===== config.mk =====
export PLATFORM = sky130hd
export DESIGN_NAME = playertank_draw
export DESIGN_NICKNAME = d
export VERILOG_FILES = /design/src/rtl/tank_pkg.sv /design/src/rtl/sprite_anim_ctr.sv /design/src/rtl/playertank_draw.sv
export SDC_FILE = /design/constraint.sdc
export NUM_CORES = 1
export LEC_CHECK = 0
export CORE_ASPECT_RATIO = 0.6
export CORE_UTILIZATION = 35
export DETAILED_ROUTE_END_ITERATION = 6
export HOLD_SLACK_MARGIN = 0.03
export MAX_ROUTING_LAYER = met4
export SLEW_MARGIN = 20
export SYNTH_ARGS = -nofsm -noshare
export SYNTH_HDL_FRONTEND = slang
export SYNTH_SLANG_ARGS = --single-unit

===== constraint.sdc =====
create_clock -name Clk -period 5.2 [get_ports Clk]
set_input_delay 1.04 -clock Clk [delete_from_list [all_inputs] [get_ports Clk]]
set_output_delay 1.04 -clock Clk [all_outputs]
set_load 0.02 [all_outputs]

===== src/rtl/tank_pkg.sv =====
// Shared constants and types for tank sprite renderers.
//   SPR_W/SPR_H   : sprite box size in pixels
//   ROW_BITS      : sprite ROM row width, 2 bits per pixel
//   ADDR_W        : sprite ROM address width
//   color_idx_t   : 2-bit palette index, 0 is transparent
//   dir_t         : tank facing direction
//   dir_to_flip() : facing direction -> vertical/horizontal mirror flags
package tank_pkg;

  localparam int SPR_W    = 13;
  localparam int SPR_H    = 16;
  localparam int ROW_BITS = 26;
  localparam int ADDR_W   = 11;

  typedef logic [1:0] color_idx_t;

  typedef enum logic [1:0] {
    UP    = 2'd0,
    DOWN  = 2'd1,
    LEFT  = 2'd2,
    RIGHT = 2'd3
  } dir_t;

  typedef struct packed {
    logic flip_v;
    logic flip_h;
  } flip_t;

  // The sprite art faces up/right; down and left are produced by mirroring.
  function automatic flip_t dir_to_flip(input dir_t dir);
    flip_t f;
    f = '0;
    case (dir)
      DOWN:    f.flip_v = 1'b1;
      LEFT:    f.flip_h = 1'b1;
      default: f = '0;
    endcase
    return f;
  endfunction

endpackage


===== src/rtl/sprite_anim_ctr.sv =====
// Tread / sprite animation frame selector.
//   Clk, Reset_n  : pixel clock, asynchronous active-low reset
//   frame_start   : one-cycle pulse per video frame
//   moving        : animate this frame (already latched by the caller)
//   anim_frame    : selected sprite frame, toggles every ANIM_FRAMES frames
module sprite_anim_ctr #(
  parameter int ANIM_FRAMES = 4
) (
  input  logic Clk,
  input  logic Reset_n,
  input  logic frame_start,
  input  logic moving,
  output logic anim_frame
);

  localparam int CNT_W = (ANIM_FRAMES > 1) ? $clog2(ANIM_FRAMES) : 1;
  localparam logic [CNT_W-1:0] CNT_LAST = CNT_W'(ANIM_FRAMES - 1);

  logic [CNT_W-1:0] cnt;

  always_ff @(posedge Clk or negedge Reset_n) begin
    if (!Reset_n) begin
      cnt        <= '0;
      anim_frame <= 1'b0;
    end else if (frame_start && moving) begin
      if (cnt == CNT_LAST) begin
        cnt        <= '0;
        anim_frame <= ~anim_frame;
      end else begin
        cnt <= cnt + CNT_W'(1);
      end
    end
  end

endmodule


===== src/rtl/playertank_draw.sv =====
// Player tank sprite renderer, one pixel per clock, fixed 2-cycle latency.
//   Clk, Reset_n            : pixel clock, asynchronous active-low reset
//   frame_start             : vertical-blank pulse; latches TankX/TankY/flips/moving
//   DrawX, DrawY            : scan position of the pixel being presented
//   TankX, TankY            : tank top-left corner
//   flip_v, flip_h, moving  : facing mirrors and tread animation enable
//   rom_addr                : registered row address to the sprite ROM
//   rom_data                : ROM row returned combinationally for rom_addr
//   pixel_on, color_idx     : opaque-pixel flag and palette index (0 when off)
module playertank_draw
  import tank_pkg::*;
#(
  parameter int SPR_BASE    = 0,
  parameter int ANIM_FRAMES = 4
) (
  input  logic                Clk,
  input  logic                Reset_n,
  input  logic                frame_start,
  input  logic [9:0]          DrawX,
  input  logic [9:0]          DrawY,
  input  logic [9:0]          TankX,
  input  logic [9:0]          TankY,
  input  logic                flip_v,
  input  logic                flip_h,
  input  logic                moving,
  output logic [ADDR_W-1:0]   rom_addr,
  input  logic [ROW_BITS-1:0] rom_data,
  output logic                pixel_on,
  output color_idx_t          color_idx
);

  localparam int ROW_IW = $clog2(SPR_H);
  localparam int COL_IW = $clog2(SPR_W);

  // Column 0 is the MSB pair of the row; columns past SPR_W read as transparent.
  function automatic color_idx_t slice_pix(input logic [ROW_BITS-1:0] row_bits,
                                           input logic [COL_IW-1:0]   col);
    color_idx_t p;
    p = '0;
    for (int i = 0; i < SPR_W; i++) begin
      if (col == COL_IW'(i)) p = row_bits[ROW_BITS-1-2*i -: 2];
    end
    return p;
  endfunction

  logic [9:0] tx_q, ty_q;
  logic       flip_v_q, flip_h_q, moving_q;
  logic       anim_frame;

  always_ff @(posedge Clk or negedge Reset_n) begin
    if (!Reset_n) begin
      tx_q     <= '0;
      ty_q     <= '0;
      flip_v_q <= 1'b0;
      flip_h_q <= 1'b0;
      moving_q <= 1'b0;
    end else if (frame_start) begin
      tx_q     <= TankX;
      ty_q     <= TankY;
      flip_v_q <= flip_v;
      flip_h_q <= flip_h;
      moving_q <= moving;
    end
  end

  // Counter sees the moving flag latched for the frame that is ending.
  sprite_anim_ctr #(
    .ANIM_FRAMES (ANIM_FRAMES)
  ) u_anim (
    .Clk         (Clk),
    .Reset_n     (Reset_n),
    .frame_start (frame_start),
    .moving      (moving_q),
    .anim_frame  (anim_frame)
  );

  // ---- stage 0: box test and row/column index (combinational) ----
  logic [10:0]             x_lo_p0, x_hi_p0, y_lo_p0, y_hi_p0;
  logic                    in_box_p0;
  logic [ROW_IW-1:0]       row_off_p0, row_p0;
  logic [COL_IW-1:0]       col_off_p0, col_p0;
  logic [ADDR_W-1:0]       addr_p0;

  // 11-bit bounds so a tank at the right/bottom edge never wraps to 0.
  assign x_lo_p0   = {1'b0, tx_q};
  assign x_hi_p0   = {1'b0, tx_q} + 11'(SPR_W);
  assign y_lo_p0   = {1'b0, ty_q};
  assign y_hi_p0   = {1'b0, ty_q} + 11'(SPR_H);
  assign in_box_p0 = ({1'b0, DrawX} >= x_lo_p0) && ({1'b0, DrawX} < x_hi_p0) &&
                     ({1'b0, DrawY} >= y_lo_p0) && ({1'b0, DrawY} < y_hi_p0);

  // Offsets are only meaningful inside the box, where the low bits suffice.
  assign row_off_p0 = DrawY[ROW_IW-1:0] - ty_q[ROW_IW-1:0];
  assign col_off_p0 = DrawX[COL_IW-1:0] - tx_q[COL_IW-1:0];
  assign row_p0     = flip_v_q ? ROW_IW'(SPR_H - 1) - row_off_p0 : row_off_p0;
  assign col_p0     = flip_h_q ? COL_IW'(SPR_W - 1) - col_off_p0 : col_off_p0;
  assign addr_p0    = ADDR_W'(SPR_BASE) + (anim_frame ? ADDR_W'(SPR_H) : '0) +
                      ADDR_W'(row_p0);

  // ---- stage 1: ROM address issued, box flag and column carried along ----
  logic              in_box_p1;
  logic [COL_IW-1:0] col_p1;

  always_ff @(posedge Clk or negedge Reset_n) begin
    if (!Reset_n) begin
      rom_addr  <= '0;
      in_box_p1 <= 1'b0;
      col_p1    <= '0;
    end else begin
      in_box_p1 <= in_box_p0;
      col_p1    <= col_p0;
      if (in_box_p0) rom_addr <= addr_p0;
    end
  end

  // ---- stage 2: slice ROM row, apply transparency ----
  color_idx_t pix_p1;
  logic       pixel_on_next;

  assign pix_p1        = slice_pix(rom_data, col_p1);
  assign pixel_on_next = in_box_p1 && (pix_p1 != 2'd0);

  always_ff @(posedge Clk or negedge Reset_n) begin
    if (!Reset_n) begin
      pixel_on  <= 1'b0;
      color_idx <= '0;
    end else begin
      pixel_on  <= pixel_on_next;
      color_idx <= pixel_on_next ? pix_p1 : 2'd0;
    end
  end

endmodule


# Word level (Yosys, flattened, before mapping)
# Cells that the tools add are included.
dict set report classes {
  eq_ne 13
  n_addsub 8
  magnitude_cmp 4
  bitwise_logic 1
  n_reduce_logical 8
  muxes 18
}
# operator n
set ops {}
lappend ops {{$mux 2} 15}
lappend ops {{$lt 10x11->1} 2}
lappend ops {{$eq 4x4->1 const B} 5}
lappend ops {{$ge 10x10->1} 2}
lappend ops {{$eq 4x3->1 const B} 4}
lappend ops {{$add 10x4->11 const B} 1}
lappend ops {{$add 10x5->11 const B} 1}
lappend ops {{$eq 4x2->1 const B} 2}
lappend ops {{$mux 4} 2}
lappend ops {{$sub 4x4->4} 2}
lappend ops {{$sub 4x4->4 const A} 2}
lappend ops {{$add 5x4->6} 1}
lappend ops {{$logic_and 1x1->1} 5}
lappend ops {{$mux 5} 1}
lappend ops {{$eq 4x1->1 const B} 1}
lappend ops {{$logic_not 4->1} 1}
lappend ops {{$add 2x1->2 const B} 1}
lappend ops {{$eq 2x2->1 const B} 1}
lappend ops {{$reduce_and 2->1} 1}
lappend ops {{$reduce_bool 2->1} 1}
lappend ops {{$not 1->1} 1}
dict set report word_totals {
  word_cells 64
  regBits 45
  inputBits 72
  out_inout_bits 14
}

# Depth between registers and ports, before layout
# Gate-level depths: netlist of the first run.
dict set report logic_depth {
  ltp_word 17
  mapped_depth 11
  ltp_nobuf 11
}

# Hierarchy
# From an unflattened synthesis of the first run, not the netlist that was laid out.
dict set report unflattened {
  cells_unflattened 329
  hier_area_um2 3042.9
}
# module seq_area_each_um2 instances area_per_inst_um2 cells_each
set by_module_without_submodules {}
lappend by_module_without_submodules {playertank_draw 900.9 1 2901.5 319}
lappend by_module_without_submodules {sprite_anim_ctr 75.1 1 141.4 10}

# Least setup slack after synthesis of the first run
# OpenSTA, ideal clock, no wires.
dict set report synth_timing {
  path_kind {input-to-reg}
  start {in DrawX[0]}
  end {reg rom_addr[0]}
  n_path_buf 0
  stages 10
  required_ps 5075
  setup_ps 125
  slack_ps 2448
  arrival_ps 2628
  cell_sequence {inv_1 ha_1 inv_1 fa_1 nor2_1 a21oi_1 o31ai_1 a21oi_1 nand4_1 mux2_2}
}
dict set report synth_between {
  elab_chain_len 4
  word_cells_on_any_way 5
  classes_between {2 x order compare; 3 x reduce/logical}
}
# item line_no
set synth_lines {}
lappend synth_lines {{from (decl)} playertank_draw.sv:19} ;# input logic [9:0] DrawX,
lappend synth_lines {{$lt 10x11->1 / $ge 10x10->1 (equally long branches)} playertank_draw.sv:89} ;# assign in_box_p0 = ({1'b0, DrawX} >= x_lo_p0) && ({1'b0, DrawX} < x_hi_p0) &&
lappend synth_lines {{$logic_and 1x1->1 * (2 in series)} playertank_draw.sv:89}
lappend synth_lines {{$logic_and 1x1->1 *} playertank_draw.sv:90} ;# ({1'b0, DrawY} >= y_lo_p0) && ({1'b0, DrawY} < y_hi_p0);
lappend synth_lines {{to (signal assigned)} playertank_draw.sv:112} ;# if (in_box_p0) rom_addr <= addr_p0;
lappend synth_lines {{to (decl)} playertank_draw.sv:26} ;# output logic [ADDR_W-1:0] rom_addr,
# Every way passes the cells marked *; elsewhere a longest branch is shown, timed or not.
# A chain may end at the register's enable or synchronous reset.

# Final worst setup path of the first run
dict set report layout_timing {
  start {in DrawX[3]}
  end {reg rom_addr[1]}
}
# The elaborated chain is that of the path after synthesis.

==> results of run 1 <==
## sequential cells by signal, indices dropped and copies added (netlist names)
signal / count
col_p1: 4
color_idx: 2
flip_h_q: 1
flip_v_q: 1
in_box_p1: 1
moving_q: 1
pixel_on: 1
rom_addr: 5
tx_q: 10
ty_q: 10
u_anim.anim_frame: 1
u_anim.cnt: 2
## metal layers
layer	GRT usage, %	part of all wire, %	vias up
met4	4.58	0.88	0
met5	-	0	-
met3	3.28	5.1	5
li1	-	-	1202
met2	22.5	38	57
met1	26.6	56	1112
## cell type report
type	count	area share, %
clock buffer	6	3.52
tap	108	3.42
sequential	39	24.7
clock inverter	2	0.887
multi-input combinational	223	44.5
timing repair buffer	80	20.1
inverter	30	2.85
## worst reg2reg max path: cells and delay by family, from the launching register on
family	cells	cell delay, ns
xor+xnor	1	0.20
mux	1	0.38
flops	1	0.43
compound gates	4	0.84
fa+ha+maj	2	0.51
simple gates	2	0.77
## stage by stage
stage	total power, W	instances	cell area, sq um	hold WS [ns]	utilization, %
floorplan	0.000706	308	2950	0.442	-
global placement	0.000869	480	3770	0.463	47.1
detailed placement	0.000876	480	3770	0.464	47.1
CTS	0.00125	488	3950	0.472	49.3
global route	0.00132	488	3950	0.485	49.3
finish	0.00124	488	3950	0.471	49.3
## cell families after synthesis
logic type                 after synthesis
AOI/OAI and AO/OA                       67
xor gates and xnor gates                22
adders and majority gates               42
buffers and inverters                   46
DFF                                     39
muxes                                   19
other                                    1
and+or+nand+nor                         67
## synth_stat cells, types with 2 or more instances
cell type / n
mux2i_1: 2
nor4_1: 2
clkbuf_1: 6
a21oi_1: 12
fa_1: 2
a21o_1: 3
o32a_1: 2
xor2_1: 3
nand2_1: 29
nor2b_1: 9
buf_4: 7
mux4_1: 3
o21a_1: 3
o41ai_1: 2
nand4_1: 2
nand3_1: 9
o21ai_0: 30
nor2_1: 7
inv_1: 30
xnor2_1: 19
a22oi_1: 2
mux2_2: 13
ha_1: 40
nor3_1: 3
a2111oi_0: 2
dfrtp_1: 39
## report_power, final
| group | internal, W | switching [W] |
|---|---|---|
| Clock | 0.000239 | 0.000124 |
| Combinational | 0.000241 | 0.000197 |
| Sequential | 0.000364 | 0.0000714 |
| Total | 0.000844 | 0.000393 |
## cell usage in the layout, fill, tap and decap left out, types with 2 or more instances in the layout
master,count
xnor2_1,19
nand4_1,2
o21a_1,3
o41ai_1,2
xor2_1,3
o32a_1,2
clkbuf_16,5
ha_1,40
o21ai_0,30
nor2b_1,9
dfrtp_1,39
a22oi_1,2
a2111oi_0,2
inv_1,30
mux2i_1,2
mux2_2,13
nor4_1,2
nand2_1,29
nor3_1,3
mux4_1,3
fa_1,2
nor2_1,7
conb_1,6
nand3_1,9
a21o_1,3
a21oi_1,12
clkdlybuf4s50_1,78
## path summary, 6_finish.rpt
| check | depth (start not counted) | to | startpoint | slack (ns) |
|---|---|---|---|---|
| min | 1 | u_anim.anim_frame$_DFFE_PN0P_ | u_anim.anim_frame$_DFFE_PN0P_ | 0.47 |
| max reg2reg | 10 | rom_addr[1]$_DFFE_PN0P_ | tx_q[0]$_DFFE_PN0P_ | 1.96 |
| min reg2reg | 1 | u_anim.anim_frame$_DFFE_PN0P_ | u_anim.anim_frame$_DFFE_PN0P_ | 0.47 |
| max in group asynchronous | 1 | tx_q[8]$_DFFE_PN0P_ | Reset_n | 3.78 |
| min in group asynchronous | 1 | ty_q[3]$_DFFE_PN0P_ | Reset_n | 0.87 |
| max | 7 | rom_addr[1]$_DFFE_PN0P_ | DrawX[3] | 1.83 |
==> flow_summary.toml, run 1 <==
[critical_path]
critPathTopFamily = "compound AO/OA/AOI/OAI gates"
end_kind = "register"
cp_max_fo = 6
cp.arrival_ns = 3.53
critPathMaxStageDelay_ns = 0.44
crit_type = "input port to register"
worst-endpoint-required_ns = 5.37
worst-path-buf-inv = 1
path_cells = "clkdlybuf4s50_1 -> ha_1 -> a2111oi_0 -> a21oi_1 -> o41ai_1 -> nand4_1 -> mux2_2"
startpoint_type = "input port"
slowest_stage = "clkdlybuf4s50_1"

[floorplan]
start_util_pct = 36.6
dieArea_sq_um = 8760
core_area_sq_um = 8010
rows = 25
die_w_um = 120
die_y_um = 72.9
pin_count = 86

[synth]
synthMuxAreaShare_pct = 9.13
synth-simple-area-share_pct = 10.8
yosys.area_share.adder_pct = 18.4
yosysUniqueCellTypes = 48
synth-seq-area-share_pct = 33.3
synth-xor-area-share_pct = 6.57
synth-compound-area-share_pct = 14.2
ys_top_cells_by_area = "dfrtp_1 (33%), ha_1 (17%), xnor2_1 (5.7%)"
synth_seq_cells = 39
synth_top_family_by_area = "adder cells"
avgSynthCellArea_sq_um = 9.68
netlist.area_leader.share_pct = 33.3
netlist_area_sq_um = 2930
synth_edf_count = 0
yosysWarnings = 0
synth_ff_type = "dfrtp_1"
async_flop_share_pct = 100
synth_top_area_cell = "dfrtp_1"
synthCells = 303

[place]
gp_congestion = 0.883
hpwlAfterDp_um = 5530
dp_slack_ns = 1.51
port_buffers = 79

[sta]
maxSlewHeadroom_pct = 42.5
post-route-period-util_pct = 64.7
min_period_ns = 3.37
max_freq_mhz = 297
report.final.setup_viol = 0
worst_slew_pin_slew_ns = 0.863
fin_skew_ns = 0.00748
drv_slew = 0
rsz0062_at_grt = "false"
setup_tns_ns = 0
timing.final.ws_setup_ns = 1.83
hold_violations = 0

[clocking]
cts-root-buf = "clkbuf_16"
clockBufferDepth = 2
insertion_delay_ns = 0.28
path_clk_slew_ns = 0.06
cts_setup_buffers = 0
cts_resized = 0
cts.sinks = 39
cts_tree = "done"
cts_inserted_buffers = 5
cts_hold_buffers = 0
htreeDepth = 2

[drt]
vias = 2376
route.detailed.wl_per_inst_um = 14.2
antenna_left = 0
wl_um = 6930
first_iter_violations = 60
post-route-drc-count = 0
via_per_inst = 4.87
firstDrtPassIters = 4

[cells_and_area]
multi_input_area_sq_um = 1760
diodes = 0
register_area_sq_um = 976
drive_gt1_share_pct = 6.84
areaGrowthSynthToFinish_pct = 34.7
fill_cells = 792
layout.nets = 493

[run]
cap_violations = 0

[hold_path]
hold_path_class = "register to register"

[grt]
grt_pass1_vias = 2288
overflow = 0
grt_pass1_wl_um = 11200
grt_start_max_net_pins = 45
gr-usage-all-layers_pct = 17.3
antenna_found_initial = 0

[pwr]
peakVddDrop_uv = 178
p_leak_nw = 1.75
cellPowerDensity_nw_per_um2 = 313

[outcome]
outcome = "finished clean"
Note: power is estimated with default switching activity, not from simulation.
==> run 2: changes to the inputs <==
clock period = 2.85 ns   (was 5.2 ns; I/O delays follow)
==> run 2 against run 1 <==
Non-clock buffer count grew 8. Wire length grew 1.0%. Design area is 3.1% higher. Sequential power grew 82%. First-iteration DRC count grew 70%. Power is 76% higher. Utilization is 1.5 points higher. Register-to-register slack worse by 1.9 ns. Sequential share of layout area is 0.74 points lower. Combinational power rose by 95%. Die area did not move. Largest power group unchanged.
==> flow_summary.toml, run 2 (same netlist as run 1, synthesis figures left out) <==
[drt]
route.detailed.wl_per_inst_um = 14.1
firstDrtPassIters = 4
wl_um = 7000
antenna_left = 0
post-route-drc-count = 0
vias = 2436
via_per_inst = 4.91
first_iter_violations = 102

[critical_path]
worst-endpoint-required_ns = 3.01
end_kind = "register"
startpoint_type = "register"
crit_type = "register to register"
reg2regPathDepth = 11
cp.arrival_ns = 2.99
cp_max_fo = 6

[place]
gp_congestion = 0.824
port_buffers = 79
hpwlAfterDp_um = 5710
dp_slack_ns = -0.298
dpl_cell_area_sq_um = 3830

[cells_and_area]
reg_top3 = "tx_q (10), ty_q (10), rom_addr (5)"
final_common_cell = "clkdlybuf4s50_1"
register_area_sq_um = 976
design_area_sq_um = 4070
multi_input_area_sq_um = 1850
fill_cells = 794
mostFrequentLayoutCells = "clkdlybuf4s50_1 (78), ha_1 (39), dfrtp_1 (39)"
areaGrowthSynthToFinish_pct = 38.8
drive_gt1_share_pct = 12.1
layout.nets = 501
diodes = 0

[sta]
max_freq_mhz = 354
setup_tns_ns = 0
worst_slew_pin_slew_ns = 0.867
maxSlewHeadroom_pct = 42.2
fin_skew_ns = 0.00253
drv_slew = 0
rsz0062_at_grt = "true"
hold_violations = 0
min_period_ns = 2.83
report.final.setup_viol = 0
post-route-period-util_pct = 99.2
timing.final.ws_setup_ns = 0.0229

[floorplan]
pin_count = 86
rows = 25
start_util_pct = 36.6
die_y_um = 72.9
die_w_um = 120
core_area_sq_um = 8010
dieArea_sq_um = 8760

[grt]
grt_pass1_wl_um = 11600
overflow = 0
antenna_found_initial = 0
gr-usage-all-layers_pct = 17.6
grt_pass1_vias = 2408
grt_start_max_net_pins = 45

[hold_path]
hold_path_class = "input port to async pin"

[clocking]
htreeDepth = 2
insertion_delay_ns = 0.28
path_clk_slew_ns = 0.05
cts_hold_buffers = 0
cts-root-buf = "clkbuf_16"
cts_inserted_buffers = 5
clockBufferDepth = 2
cts_tree = "done"
cts.sinks = 39

[pwr]
p_leak_nw = 1.80
peakVddDrop_uv = 456
cellPowerDensity_nw_per_um2 = 535

[run]
cap_violations = 0

[outcome]
outcome = "finished clean"
run 2: layout make-up:
class	count	area share (%)
Sequential cell	39	24.0
Inverter	30	2.77
Clock buffer	7	3.26
Multi-Input combinational cell	223	45.5
Clock inverter	1	0.123
Tap cell	108	3.32
Timing Repair Buffer	88	21.1
run 2: worst max-delay path, stage by stage (launching register included):
cell	delay, ns
dfrtp_1	0.39
ha_2	0.20
or3_4	0.35
nand3_2	0.11
nor3_2	0.05
xnor2_1	0.13
ha_1	0.33
nor2b_4	0.15
o41ai_4	0.41
nand4_1	0.15
buf_6	0.16
mux2_2	0.27
run 2: metal layers:
metal  share of wire (%)  wire (um)  GRT usage, %
met1                  53       3740          25.5
met2                  42       2910          25.4
met3                 4.3        302          3.83
met4                0.73         51          2.36
met5                   0          0             -
run 2: worst paths after layout:
path / from / to / slack, ns
min in group Clk: u_anim.anim_frame$_DFFE_PN0P_ / u_anim.anim_frame$_DFFE_PN0P_ / 0.49
worst max-delay path: tx_q[1]$_DFFE_PN0P_ / rom_addr[4]$_DFFE_PN0P_ / 0.02
worst max register to register: tx_q[1]$_DFFE_PN0P_ / rom_addr[4]$_DFFE_PN0P_ / 0.02
worst min-delay path: Reset_n / ty_q[0]$_DFFE_PN0P_ / 0.41
max in group asynchronous: Reset_n / tx_q[7]$_DFFE_PN0P_ / 1.90
worst min register to register: u_anim.anim_frame$_DFFE_PN0P_ / u_anim.anim_frame$_DFFE_PN0P_ / 0.49
run 2: what timing repair did:
item                       in CTS  in global routing
cloned                          0                  0
buffers inserted                0                  1
setup endpoints to repair       5                  5
gates resized for setup         7                 13
pin swaps                       0                  9
run 2: per-stage QoR:
stage          std cells  power (W)  util (%)  hold WS (ns)
3_3_place_gp         487    0.00160      47.8         0.461
2_1_floorplan        308    0.00129         -         0.274
6_report             496    0.00218      50.8         0.409
3_5_place_dp         487    0.00162      47.8         0.484
5_1_grt              496    0.00234      50.8         0.494
4_1_cts              495    0.00217      49.9         0.445
run 2: where the power goes:
group,leakage (nW),switching [W],internal (W)
Combinational,1.26,0.000382,0.000476
Sequential,0.476,0.000128,0.000665
Clock,0.0679,0.000203,0.000323
